==> config.mk <==
export PLATFORM = sky130hd
export DESIGN_NAME = sram_port_arbiter
export DESIGN_NICKNAME = d
export VERILOG_FILES = /design/src/rtl/sram_arb_pkg.sv /design/src/rtl/rr_pick2.sv /design/src/rtl/sram_port_arbiter.sv
export SDC_FILE = /design/constraint.sdc
export NUM_CORES = 1
export LEC_CHECK = 0
export ABC_AREA = 1
export ABC_CLOCK_PERIOD_IN_PS = 9500
export CORE_MARGIN = 5
export CORE_UTILIZATION = 35
export DETAILED_ROUTE_END_ITERATION = 16
export PLACE_DENSITY = 0.66
export SYNTH_ARGS = -nofsm -noshare
export SYNTH_HDL_FRONTEND = slang
export SYNTH_HIERARCHICAL = 1
export SYNTH_SLANG_ARGS = --single-unit
==> constraint.sdc <==
create_clock -name clk_i -period 9.5 [get_ports clk_i]
set_input_delay 2.85 -clock clk_i [delete_from_list [all_inputs] [get_ports clk_i]]
set_output_delay 2.85 -clock clk_i [all_outputs]
set_load 0.005 [all_outputs]
==> src/rtl/sram_arb_pkg.sv <==
// sram_arb_pkg: shared defaults, collision kind and pipeline tag for the dual-port SRAM arbiter.
// Contents: NUM_REQ/ADDR_W/DATA_W defaults, requester-id width, col_e, tag_t, rr_next().
package sram_arb_pkg;
  localparam int NUM_REQ_DEF = 4;
  localparam int ADDR_W_DEF  = 7;
  localparam int DATA_W_DEF  = 32;
  localparam int ID_W        = 3;
  typedef enum logic {COL_NONE, COL_HIT} col_e;
  typedef struct packed {
    logic            valid;
    logic            we;
    logic [ID_W-1:0] id;
  } tag_t;
  function automatic logic [ID_W-1:0] rr_next(input logic [ID_W-1:0] idx, input int n);
    return (int'(idx) == n - 1) ? '0 : idx + 1'b1;
  endfunction
endpackage

==> src/rtl/rr_pick2.sv <==
// rr_pick2: finds the first and second set bits of i_valid scanning upward from i_ptr with wrap.
// Ports: i_valid (request vector), i_ptr (start index),
//        o_f1/o_i1 (first winner found/index), o_f2/o_i2 (second winner found/index).
module rr_pick2
  import sram_arb_pkg::*;
#(
  parameter int N = 4
) (
  input  logic [N-1:0]    i_valid,
  input  logic [ID_W-1:0] i_ptr,
  output logic            o_f1,
  output logic [ID_W-1:0] o_i1,
  output logic            o_f2,
  output logic [ID_W-1:0] o_i2
);
  // Bit k of the rotated vector is requester (i_ptr + k) mod N.
  logic [2*N-1:0] w_dbl;
  int             w_j;
  assign w_dbl = {i_valid, i_valid} >> i_ptr;
  always_comb begin
    o_f1 = 1'b0;
    o_i1 = '0;
    o_f2 = 1'b0;
    o_i2 = '0;
    w_j  = 0;
    for (int k = 0; k < N; k++) begin
      w_j = int'(i_ptr) + k;
      w_j = (w_j >= N) ? w_j - N : w_j;
      if (w_dbl[k] && !o_f1) begin
        o_f1 = 1'b1;
        o_i1 = ID_W'(w_j);
      end else if (w_dbl[k] && !o_f2) begin
        o_f2 = 1'b1;
        o_i2 = ID_W'(w_j);
      end
    end
  end
endmodule

==> src/rtl/sram_port_arbiter.sv <==
// sram_port_arbiter: round-robin arbiter mapping NUM_REQ requesters onto a dual-port SRAM.
// Ports: clk_i/rstn_i (clock, async active-low reset); req_* (per-requester valid/ready/we/addr/wdata);
//        rsp_* (per-requester read valid pulse and data); sram_* (registered SRAM pins for ports 1/2,
//        CSB/WEB/OEB active low, sram_o*_i read data returned one cycle after the pins are presented).
module sram_port_arbiter
  import sram_arb_pkg::*;
#(
  parameter int NUM_REQ = NUM_REQ_DEF,
  parameter int ADDR_W  = ADDR_W_DEF,
  parameter int DATA_W  = DATA_W_DEF
) (
  input  logic                      clk_i,
  input  logic                      rstn_i,
  input  logic [NUM_REQ-1:0]        req_valid_i,
  output logic [NUM_REQ-1:0]        req_ready_o,
  input  logic [NUM_REQ-1:0]        req_we_i,
  input  logic [NUM_REQ*ADDR_W-1:0] req_addr_i,
  input  logic [NUM_REQ*DATA_W-1:0] req_wdata_i,
  output logic [NUM_REQ-1:0]        rsp_valid_o,
  output logic [NUM_REQ*DATA_W-1:0] rsp_rdata_o,
  output logic [ADDR_W-1:0]         sram_a1_o,
  output logic [ADDR_W-1:0]         sram_a2_o,
  output logic [DATA_W-1:0]         sram_i1_o,
  output logic [DATA_W-1:0]         sram_i2_o,
  output logic                      sram_csb1_o,
  output logic                      sram_csb2_o,
  output logic                      sram_web1_o,
  output logic                      sram_web2_o,
  output logic                      sram_oeb1_o,
  output logic                      sram_oeb2_o,
  input  logic [DATA_W-1:0]         sram_o1_i,
  input  logic [DATA_W-1:0]         sram_o2_i
);
  logic              r_en;
  logic [ID_W-1:0]   r_rr;
  tag_t [1:0]        r_t1;
  tag_t [1:0]        r_t2;
  logic [DATA_W-1:0] r_rd [NUM_REQ];
  logic              w_f1, w_f2, w_g1, w_g2, w_we1, w_we2;
  logic [ID_W-1:0]   w_i1, w_i2;
  logic [ADDR_W-1:0] w_a1, w_a2;
  logic [DATA_W-1:0] w_d1, w_d2;
  logic [NUM_REQ-1:0] w_h1, w_h2;
  col_e              w_col;
  rr_pick2 #(.N(NUM_REQ)) u_pick (
    .i_valid(req_valid_i),
    .i_ptr  (r_rr),
    .o_f1   (w_f1),
    .o_i1   (w_i1),
    .o_f2   (w_f2),
    .o_i2   (w_i2)
  );
  assign w_we1 = req_we_i[w_i1];
  assign w_we2 = req_we_i[w_i2];
  assign w_a1  = req_addr_i[w_i1*ADDR_W +: ADDR_W];
  assign w_a2  = req_addr_i[w_i2*ADDR_W +: ADDR_W];
  assign w_d1  = req_wdata_i[w_i1*DATA_W +: DATA_W];
  assign w_d2  = req_wdata_i[w_i2*DATA_W +: DATA_W];
  // Same word touched by both ports with a write involved: only the first winner proceeds.
  assign w_col = (w_f2 && w_a1 == w_a2 && (w_we1 || w_we2)) ? COL_HIT : COL_NONE;
  // r_en is low for the first cycle after reset release, suppressing grants.
  assign w_g1  = r_en && w_f1;
  assign w_g2  = r_en && w_f2 && w_col == COL_NONE;
  assign sram_oeb1_o = ~rstn_i;
  assign sram_oeb2_o = ~rstn_i;
  for (genvar g = 0; g < NUM_REQ; g++) begin : g_req
    assign req_ready_o[g] = (w_g1 && w_i1 == ID_W'(g)) || (w_g2 && w_i2 == ID_W'(g));
    assign w_h1[g] = r_t2[0].valid && !r_t2[0].we && r_t2[0].id == ID_W'(g);
    assign w_h2[g] = r_t2[1].valid && !r_t2[1].we && r_t2[1].id == ID_W'(g);
    assign rsp_valid_o[g] = w_h1[g] || w_h2[g];
    // Live SRAM data while responding, otherwise the last delivered word.
    assign rsp_rdata_o[g*DATA_W +: DATA_W] = w_h1[g] ? sram_o1_i : w_h2[g] ? sram_o2_i : r_rd[g];
  end
  always_ff @(posedge clk_i or negedge rstn_i) begin
    if (!rstn_i) begin
      r_en        <= 1'b0;
      r_rr        <= '0;
      sram_csb1_o <= 1'b1;
      sram_csb2_o <= 1'b1;
      sram_web1_o <= 1'b1;
      sram_web2_o <= 1'b1;
      sram_a1_o   <= '0;
      sram_a2_o   <= '0;
      sram_i1_o   <= '0;
      sram_i2_o   <= '0;
      r_t1        <= '0;
      r_t2        <= '0;
      for (int k = 0; k < NUM_REQ; k++) r_rd[k] <= '0;
    end else begin
      r_en        <= 1'b1;
      if (w_g1) r_rr <= rr_next(w_g2 ? w_i2 : w_i1, NUM_REQ);
      sram_csb1_o <= ~w_g1;
      sram_csb2_o <= ~w_g2;
      sram_web1_o <= ~(w_g1 && w_we1);
      sram_web2_o <= ~(w_g2 && w_we2);
      if (w_g1) begin
        sram_a1_o <= w_a1;
        sram_i1_o <= w_d1;
      end
      if (w_g2) begin
        sram_a2_o <= w_a2;
        sram_i2_o <= w_d2;
      end
      r_t1[0] <= '{valid: w_g1, we: w_we1, id: w_i1};
      r_t1[1] <= '{valid: w_g2, we: w_we2, id: w_i2};
      r_t2    <= r_t1;
      for (int k = 0; k < NUM_REQ; k++)
        if (w_h1[k]) r_rd[k] <= sram_o1_i;
        else if (w_h2[k]) r_rd[k] <= sram_o2_i;
    end
  end
endmodule
; Yosys cells after proc, flatten, opt, wreduce, memory -nomap -nowiden
; Cells that the tools add are included.
; Widths: inputs -> output; s select.
[word_totals]
regBits = 234
input_bits = 230
elab_cells = 156
[op_classes]
n_addsub = 8
n_mul = 2
n_lt_le_gt_ge = 6
n_eq_ne = 14
n_shift = 5
mux = 39
n_bitwise = 6
reduce_logical = 50
[ops]
columns = cell, count
row1 = $mux 32, 8
row2 = $shiftx 128x9->32, 2
row3 = $shiftx 28x7->7, 2
row4 = $mux 3, 16
row5 = $logic_and 1x1->1, 30
row6 = $eq 3x2->1 const B, 8
row7 = $mux 1, 13
row8 = $eq 3x1->1 const B, 4
row9 = $ge 4x3->1 const B, 3
row10 = $logic_not 3->1, 4
row11 = $mul 3x3->6 const B, 2
row12 = $sub 3x3->3 const B, 4
row13 = $logic_or 1x1->1, 9
row14 = $add 3x2->4 const B, 2
row15 = $shr 8x3->4, 1
row16 = $eq 7x7->1, 1
row17 = $logic_not 1->1, 7
row18 = $lt 3x3->1 const B, 2
row19 = $not 1->1, 6
row20 = $add 3x1->4 const B, 1
row21 = $bmux 1 s2, 2
row22 = $add 3x1->3 const B, 1
row23 = $eq 3x3->1 const B, 1
row24 = $ge 3x3->1 const B, 1

; Depth between registers and ports, before layout
; Gate-level depths: netlist of run 1.
[logic_depth]
depth_word = 24
depth_mapped = 34
depth_no_buf = 32

; Cells and area by module
; Netlist of run 1, hierarchy kept.
[modules_own_cells]
columns = mod, instances, cells_each, area_per_inst_um2
row1 = sram_port_arbiter, 1, 1399, 11629.9
row2 = rr_pick2, 1, 76, 402.9

; Worst setup path after synthesis of run 1
; Ideal clock, no wire load.
[synth_timing]
kind = input to output
start = input req_valid_i[2]
end = output req_ready_o[0]
arrival_time_ns = 4.927
t_required_ns = 6.650
slack_ns = 1.723
cell_stages = 25
n_path_buf = 2
cell_sequence = inv_1 nand2_1 nand3_2 nand2_1 nor2_4 nand3_2 nand2_1 inv_2 nand2_1 nand2_1 nand2_1 inv_1 buf_2 nor2_2 nand2_1 nand2_1 nor2_1 nor2_1 nand2_1 nand3_1 nor2_1 nand2_2 nand3_4 buf_4 o22ai_1
[synth_between]
elab_chain_cells = 23
[synth_rtl]
columns = item, line
row1 = start: declaration, sram_port_arbiter.sv:14  ; input logic [NUM_REQ-1:0] req_valid_i,
row2 = $shr 8x3->4 (*), rr_pick2.sv:19  ; assign w_dbl = {i_valid, i_valid} >> i_ptr;
row3 = $mux 1, rr_pick2.sv:29  ; if (w_dbl[k] && !o_f1) begin
row4 = $logic_not 1->1, rr_pick2.sv:29
row5 = $logic_and 1x1->1, rr_pick2.sv:29
row6 = $mux 1, rr_pick2.sv:29
row7 = $logic_not 1->1, rr_pick2.sv:32  ; end else if (w_dbl[k] && !o_f2) begin
row8 = $logic_and 1x1->1, rr_pick2.sv:32
row9 = $mux 1, rr_pick2.sv:32
row10 = (+5 left out), -
row11 = net w_i2[0], sram_port_arbiter.sv:40  ; logic [ID_W-1:0] w_i1, w_i2;
row12 = (+1 left out), -
row13 = $shiftx 28x7->7, sram_port_arbiter.sv:56  ; assign w_a2 = req_addr_i[w_i2*ADDR_W +: ADDR_W];
row14 = $eq 7x7->1, sram_port_arbiter.sv:60  ; assign w_col = (w_f2 && w_a1 == w_a2 && (w_we1 || w_we2)) ? COL_HIT : COL_NONE;
row15 = $logic_and 1x1->1 (2 in a row), sram_port_arbiter.sv:60
row16 = $mux 1, sram_port_arbiter.sv:60
row17 = $not 1->1, sram_port_arbiter.sv:63  ; assign w_g2 = r_en && w_f2 && w_col == COL_NONE;
row18 = $logic_and 1x1->1, sram_port_arbiter.sv:63
row19 = $logic_and 1x1->1 (*), sram_port_arbiter.sv:67  ; assign req_ready_o[g] = (w_g1 && w_i1 == ID_W'(g)) || (w_g2 && w_i2 == ID_W'(g));
row20 = $logic_or 1x1->1 (*), sram_port_arbiter.sv:67
row21 = end: declaration, sram_port_arbiter.sv:15  ; output logic [NUM_REQ-1:0] req_ready_o,
; Mark *: on every way through the listed nets, which the timed path passes. The rest lies on a longest branch. The select of a mux whose other input is x is not followed.

; Worst setup path in the final report of run 1
[layout_timing]
start = input req_valid_i[0]
end = output req_ready_o[0]
[layout_rtl]
columns = item, line
row1 = $shr 8x3->4 (*), rr_pick2.sv:19
row2 = $mux 1, rr_pick2.sv:29
row3 = $logic_not 1->1, rr_pick2.sv:29
row4 = $logic_and 1x1->1, rr_pick2.sv:29
row5 = $mux 1, rr_pick2.sv:29
row6 = $logic_not 1->1, rr_pick2.sv:29
row7 = $logic_and 1x1->1, rr_pick2.sv:29
row8 = $mux 1, rr_pick2.sv:29
row9 = (+3 left out), -
row10 = net w_i1[0], sram_port_arbiter.sv:40
row11 = (+1 left out), -
row12 = $shiftx 28x7->7, sram_port_arbiter.sv:55  ; assign w_a1 = req_addr_i[w_i1*ADDR_W +: ADDR_W];
row13 = $eq 7x7->1, sram_port_arbiter.sv:60
row14 = $logic_and 1x1->1 (2 in a row), sram_port_arbiter.sv:60
row15 = $mux 1, sram_port_arbiter.sv:60
row16 = $not 1->1, sram_port_arbiter.sv:63
row17 = $logic_and 1x1->1, sram_port_arbiter.sv:63
row18 = $logic_and 1x1->1, sram_port_arbiter.sv:67
row19 = $logic_or 1x1->1 (*), sram_port_arbiter.sv:67
; Marked as above.

==> flow_metrics.tcl, run 1 <==
set metrics [dict create \
    status "completed" \
    port_buffers 449 \
    final_layout_size_suffix_gt1_share_pct 6.13 \
    rsz0062_at_grt "false" \
    cts-root-buf "clkbuf_16" \
    start_util_pct 35.2 \
    ios 450 \
    synthesis.instances 1475 \
    die_w_um 195 \
    timing.fmax_mhz 109 \
    worstPathArrival_ns 6.32 \
    synth-warning-count 6 \
    tns_ns 0 \
    ys_seq_elements 234 \
    cp_cell_sequence "clkdlybuf4s50_1, nand2_1, o21ai_0, nand2_1, nand2_1, inv_1, nor2_1, o21a_1, buf_4, nand3_1, nand2_1, nor2_1, nor2_1, nand2_1, nand2_1, inv_1, nand2_1, nor2_1, nand2_2, nand3_4, o22ai_1, clkdlybuf4s50_1" \
    cts_setup_buffers 0 \
    critical_path_class "input port to primary output" \
    holdBufCountCts 0 \
    cp_max_fo 15 \
    total_leakage_power_uw 0.00760 \
    ant_nets 0 \
    first_iter_violations 798 \
    cts_buffers 27 \
    slew_viol_final 0 \
    core-area_mm2 0.0342 \
    diodes 0 \
    hold_path_class "register to register" \
    routedWlPerCell_um 20.6 \
    cts.sink_count 234 \
    async_flop_share_pct 100 \
    synthFlopType "dfrtp_1" \
    syn_area_per_cell_um2 8.16 \
    dieArea_mm2 0.0382 \
    fin_util_pct 51.8 \
    slew-limit-headroom_pct 34.9 \
    ys_seq_area_share_pct 48.7 \
    synth_top_area_cell "dfrtp_1" \
    grt_overflow_total 0 \
    syn-cell-area_mm2 0.0120 \
    cpMostUsedCell "nand2_1" \
    gp_congestion 0.911 \
    clk_path_buf_depth 3 \
    wirelength_um 48200 \
    cts_resized 0 \
    synth_cell_type_count 31 \
    vias_per_cell 5.36 \
    clk_latency_ns 0.53 \
    crit_slowest_cell "clkdlybuf4s50_1" \
    cts_tree "built" \
    post-route-period-util_pct 96.6 \
    max_cap_violations 0 \
    cp-end-kind "primary output" \
    fp.dieH_um 195 \
    worstSetupStartpointType "input port" \
    grt_pass1_vias 12700 \
    vias 12600 \
    drc_errors 0 \
    ctsHtreeMaxLevel 1 \
    finalClockSkew_ns 0.0148 \
    layout_min_cycle_time_ns 9.17 \
    grt_util_all_layers_pct 24.2 \
    hpwl_um 34900 \
    hold_viol_final 0 \
    synthTopCellsByArea "dfrtp_1 48%, nand2_1 11%, o211ai_1 8.0%, o21ai_0 7.7%, inv_1 4.8%" \
    tightestPinTransition_ns 0.976 \
    post-synth-top-area-fraction_pct 47.8 \
    layout.nets 2107 \
    fp-row-count 68 \
    clk_pin_slew_worst_paths_ns 0.06 \
    dr.pass1.iters 5 \
    max_stage_delay_ns 0.55 \
    setup_viol 0 \
    grt_pass1_wl_um 74900 \
    antenna_found_initial 5 \
    required_ns 6.65 \
    grt_max_degree 90 \
    vdd_drop_max_mv 0.380 \
    power.density_mw_per_mm2 391 \
    syn_to_final_growth_pct 47.3 \
    synth_edf_count 0 \
]
[metal layers]
layer | vias to the layer above | share of wire, % | global-route usage [%]
met4 | 10 | 3.3 | 7.27
li1 | 5894 | - | -
met5 | - | 0.11 | 0
met3 | 95 | 11 | 7.54
met1 | 5922 | 39 | 30.7
met2 | 653 | 47 | 39.8
[area by class of cell]
| type | count | area, um^2 |
|---|---|---|
| multi-input cells | 963 | 5080 |
| inverters | 172 | 653 |
| repair buffers | 477 | 4710 |
| clock buffers | 40 | 795 |
| flip-flops and latches | 234 | 5860 |
| well taps | 455 | 569 |
| fillers | 3237 | 16500 |
| clock inverters | 6 | 58.8 |
[registers in the layout (all words and copies together) (netlist names), 3 cells and up]
| name | cells |
|---|---|
| r_rd | 128 |
| r_rr | 3 |
| r_t1 | 10 |
| r_t2 | 10 |
| sram_a1_o | 7 |
| sram_a2_o | 7 |
| sram_i1_o | 32 |
| sram_i2_o | 32 |
[cell usage after synthesis, types with 4 or more instances]
master / instances
nand2_1: 354
dfrtp_1: 230
o21ai_0: 184
inv_1: 155
o211ai_1: 129
clkbuf_1: 72
o22ai_1: 68
a221oi_1: 64
nand3_1: 51
o21ai_1: 42
nor2_1: 39
inv_2: 15
buf_1: 13
nand2_2: 11
buf_2: 10
buf_4: 10
dfstp_2: 4
[metrics by stage]
step           instances  instance area (um^2)  hold slack [ns]  power [uW]  setup WS, ns
5_1_grt             2347                 17700            0.349        7440        0.0264
3_3_place_gp        2301                 16900            0.332        5850         0.390
4_1_cts             2347                 17700            0.345        6930         0.255
6_report            2347                 17700            0.339        6920         0.327
2_1_floorplan       1476                 12000            0.331        3960          1.72
3_5_place_dp        2301                 16900            0.336        5910         0.274
[final timing paths]
check / startpoint / to / slack [ns] / cells after the start
setup / recovery: req_valid_i[0] / req_ready_o[0] / 0.33 / 22
hold / removal: r_t1[6] / r_t2[6] / 0.34 / 0
setup reg to reg: r_rr[0] / r_rr[2] / 5.28 / 26
hold reg to reg: r_t1[6] / r_t2[6] / 0.34 / 0
max in group asynchronous: rstn_i / r_rd[127] / 5.67 / 2
min in group asynchronous: rstn_i / r_rd[11] / 2.35 / 1
[power by group]
part	internal (uW)	leakage [uW]	switching [uW]	total [uW]
Sequential	1440	0.00287	179	1620
Clock	599	0.000424	402	1000
Combinational	1860	0.00431	2440	4300
[cell families (layout without fill, tap and decap cells)]
kind of cell,count (synthesis),in the layout,share of synthesized area (%)
other,2,3,0.0624
AOI/OAI and AO/OA,489,489,25.7
buffers and inverters,279,695,9.31
adders and majority gates,2,2,0.208
DFF,234,234,48.7
and+or+nand+nor,469,469,16.0
[critical path: cells and delay by family]
| family | cells | cell delay (ns) |
|---|---|---|
| AND/OR/NAND/NOR | 14 | 1.26 |
| buffers and inverters | 5 | 1.43 |
| AO/OA/AOI/OAI | 3 | 0.76 |
[cells in the final DEF, fill, tap and decap left out, types with 2 or more instances in the layout]
cell | synthesis | final
buf_4 | 10 | 28
inv_1 | 155 | 155
clkinv_2 | 0 | 4
nand3_1 | 51 | 49
dfstp_2 | 4 | 4
nand2_2 | 11 | 14
dfrtp_1 | 230 | 230
nor2_2 | 3 | 4
a221oi_1 | 64 | 64
o22ai_1 | 68 | 68
nor3_1 | 2 | 2
nand2_1 | 354 | 351
o21ai_0 | 184 | 184
nor2_1 | 39 | 38
clkbuf_16 | 0 | 27
clkdlybuf4s50_1 | 0 | 448
nand3_2 | 3 | 5
o21ai_1 | 42 | 42
clkbuf_8 | 0 | 7
nand4_1 | 2 | 2
ha_1 | 2 | 2
inv_2 | 15 | 15
conb_1 | 2 | 3
o211ai_1 | 129 | 129
nand2_4 | 2 | 2
clkbuf_1 | 72 | 6
No activity file was read; power rests on OpenSTA's default activity.
==> run 2, diff against run 1 <==
- GPL_ROUTABILITY_DRIVEN: not set -> 0
==> run 2 against run 1 <==
Against the previous run:
- flip-flop and latch count did not move
- hold slack improved by 0.0070 ns
- total power fell by 0.33%
- setup slack got worse by 0.063 ns
- via count barely moved
- combinational power barely moved
- critical path type unchanged
- clock power barely moved
- global-route usage fell by 0.68 points
- sequential share of layout area barely moved
- wire length fell by 2.0%
==> flow_metrics.tcl, run 2 (synthesized netlist as in run 1, its figures left out) <==
set metrics [dict create \
    antenna_found_initial 4 \
    register_area_mm2 0.00586 \
    timing.fmax_mhz 108 \
    vdd_drop_max_mv 0.341 \
    crit_start "req_valid_i[3]" \
    post-route-period-util_pct 97.2 \
    power.density_mw_per_mm2 389 \
    die_w_um 195 \
    layout_min_cycle_time_ns 9.24 \
    worstPathArrival_ns 6.39 \
    fin_util_pct 51.9 \
    grt_pass1_vias 12500 \
    slew_viol_final 0 \
    ant_nets 0 \
    fin_cells 2350 \
    r2r-start "r_rr[0]" \
    cts_buffers 27 \
    wirelength_um 47300 \
    ctsHtreeMaxLevel 1 \
    start_util_pct 35.2 \
    hold_path_class "register to register" \
    diodes 0 \
    total_power_uw 6900 \
    first_iter_violations 705 \
    tightestPinTransition_ns 1.01 \
    reg2reg_slack_ns 5.17 \
    total_leakage_power_uw 0.00758 \
    drc_errors 0 \
    dr.pass1.iters 5 \
    vias_per_cell 5.35 \
    vias 12600 \
    finalClockSkew_ns 0.00739 \
    fillers 3225 \
    rsz0062_at_grt "false" \
    layout.nets 2108 \
    slew-limit-headroom_pct 32.7 \
    clk_path_buf_depth 3 \
    tns_ns 0 \
    dp.cells 2299 \
    hold_viol_final 0 \
    clk_pin_slew_worst_paths_ns 0.05 \
    reg2reg_depth 28 \
    syn_to_final_growth_pct 47.4 \
    critPathCapture "req_ready_o[0]" \
    cts.sink_count 234 \
    ios 450 \
    fp-row-count 68 \
    final_common_cell "clkdlybuf4s50_1" \
    fp.dieH_um 195 \
    final_layout_size_suffix_gt1_share_pct 6.39 \
    grt_pass1_wl_um 72900 \
    worstSetupStartpointType "input port" \
    routedWlPerCell_um 20.1 \
    final_cell_mix "448 x clkdlybuf4s50_1, 350 x nand2_1, 230 x dfrtp_1" \
    clk_latency_ns 0.52 \
    hpwl_um 34000 \
    port_buffers 449 \
    critical_path_class "input port to primary output" \
    grt_overflow_total 0 \
    grt_util_all_layers_pct 23.5 \
    required_ns 6.65 \
    cp-end-kind "primary output" \
    multi_input_area_mm2 0.00509 \
    dieArea_mm2 0.0382 \
    grt_max_degree 87 \
    core-area_mm2 0.0342 \
    max_cap_violations 0 \
    r2r_end "r_rr[2]" \
    status "completed" \
    holdBufCountCts 0 \
    largest_reg_flops 128 \
    largest-register "r_rd" \
    cts_tree "built" \
    reg_top3 "r_rd x128, sram_i1_o x32, sram_i2_o x32" \
    cp_max_fo 13 \
    cts-root-buf "clkbuf_16" \
    setup_viol 0 \
]
[run 2: cell types whose count changed in the layout (fill, tap and decap cells not counted)]
cell        change
o21a_1          -1
bufinv_16       -1
nand2_1         -1
inv_1           -2
nor2_4          +2
clkinvlp_4      +4
nor2_2          -2
clkinv_4        -1
clkbuf_1        +2
buf_4           +1
o21a_2          +1
nand2_2         +1
[run 2: through the flow]
| stage | hold slack, ns | setup slack (ns) | area (um^2) |
|---|---|---|---|
| 2_1_floorplan | 0.331 | 1.72 | 12000 |
| 3_3_place_gp | 0.333 | 0.433 | 16900 |
| 3_5_place_dp | 0.335 | 0.316 | 16900 |
| 4_1_cts | 0.347 | 0.290 | 17700 |
| 5_1_grt | 0.350 | 0.0172 | 17700 |
| 6_report | 0.346 | 0.264 | 17700 |
[run 2: metal layers]
layer,up-vias,part of all wire (%),wire length [um],track usage [%]
met5,-,0.10,48,0
met4,8,3.7,1740,8.40
met3,104,11,5180,7.80
met2,628,47,22000,38.8
met1,5934,39,18300,28.9
li1,5888,-,-,-
[run 2: where the power goes]
group	leakage [uW]	switching, uW	internal, uW
clock	0.000408	400	575
combinational	0.00431	2430	1870
sequential	0.00287	179	1440
total	0.00758	3000	3900
[run 2: layout make-up]
type	instances	area share (%)
clock inverter	6	0.198
tap	455	3.21
timing repair buffer	478	26.6
inverter	172	3.73
sequential	234	33.0
multi-input combinational	963	28.7
clock buffer	42	4.52
[run 2: worst max-delay path: stages]
cell             delay [ns]
clkdlybuf4s50_1        0.55
inv_1                  0.07
nand2_1                0.08
nand3_1                0.11
nand2_2                0.11
nand2_2                0.08
nand2_1                0.11
nand2_1                0.07
nand3_1                0.08
nand2_1                0.06
nand2_1                0.10
clkinvlp_4             0.24
buf_4                  0.26
nand3_1                0.10
nand2_1                0.07
o21ai_1                0.19
nand2_1                0.08
nand2_1                0.06
inv_1                  0.03
nand2_1                0.05
nor2_1                 0.05
nand2_2                0.14
nand3_4                0.11
o22ai_1                0.18
clkdlybuf4s50_1        0.56
[run 2: worst min-delay path by stage]
stage | start | to | slack (ns) | cells past startpoint
2_1_floorplan | r_t1[0] | r_t2[0] | 0.33 | 0
3_3_place_gp | r_t1[4] | r_t2[4] | 0.33 | 0
3_5_place_dp | r_t1[0] | r_t2[0] | 0.33 | 0
4_1_cts | r_t1[4] | r_t2[4] | 0.35 | 0
5_1_grt | r_t1[5] | r_t2[5] | 0.35 | 0
6_report | r_t1[0] | r_t2[0] | 0.35 | 0
[run 2: what timing repair did]
item	4_1_cts	5_1_grt
gates resized for setup	0	7
buffers inserted	0	3
setup endpoints to repair	0	4
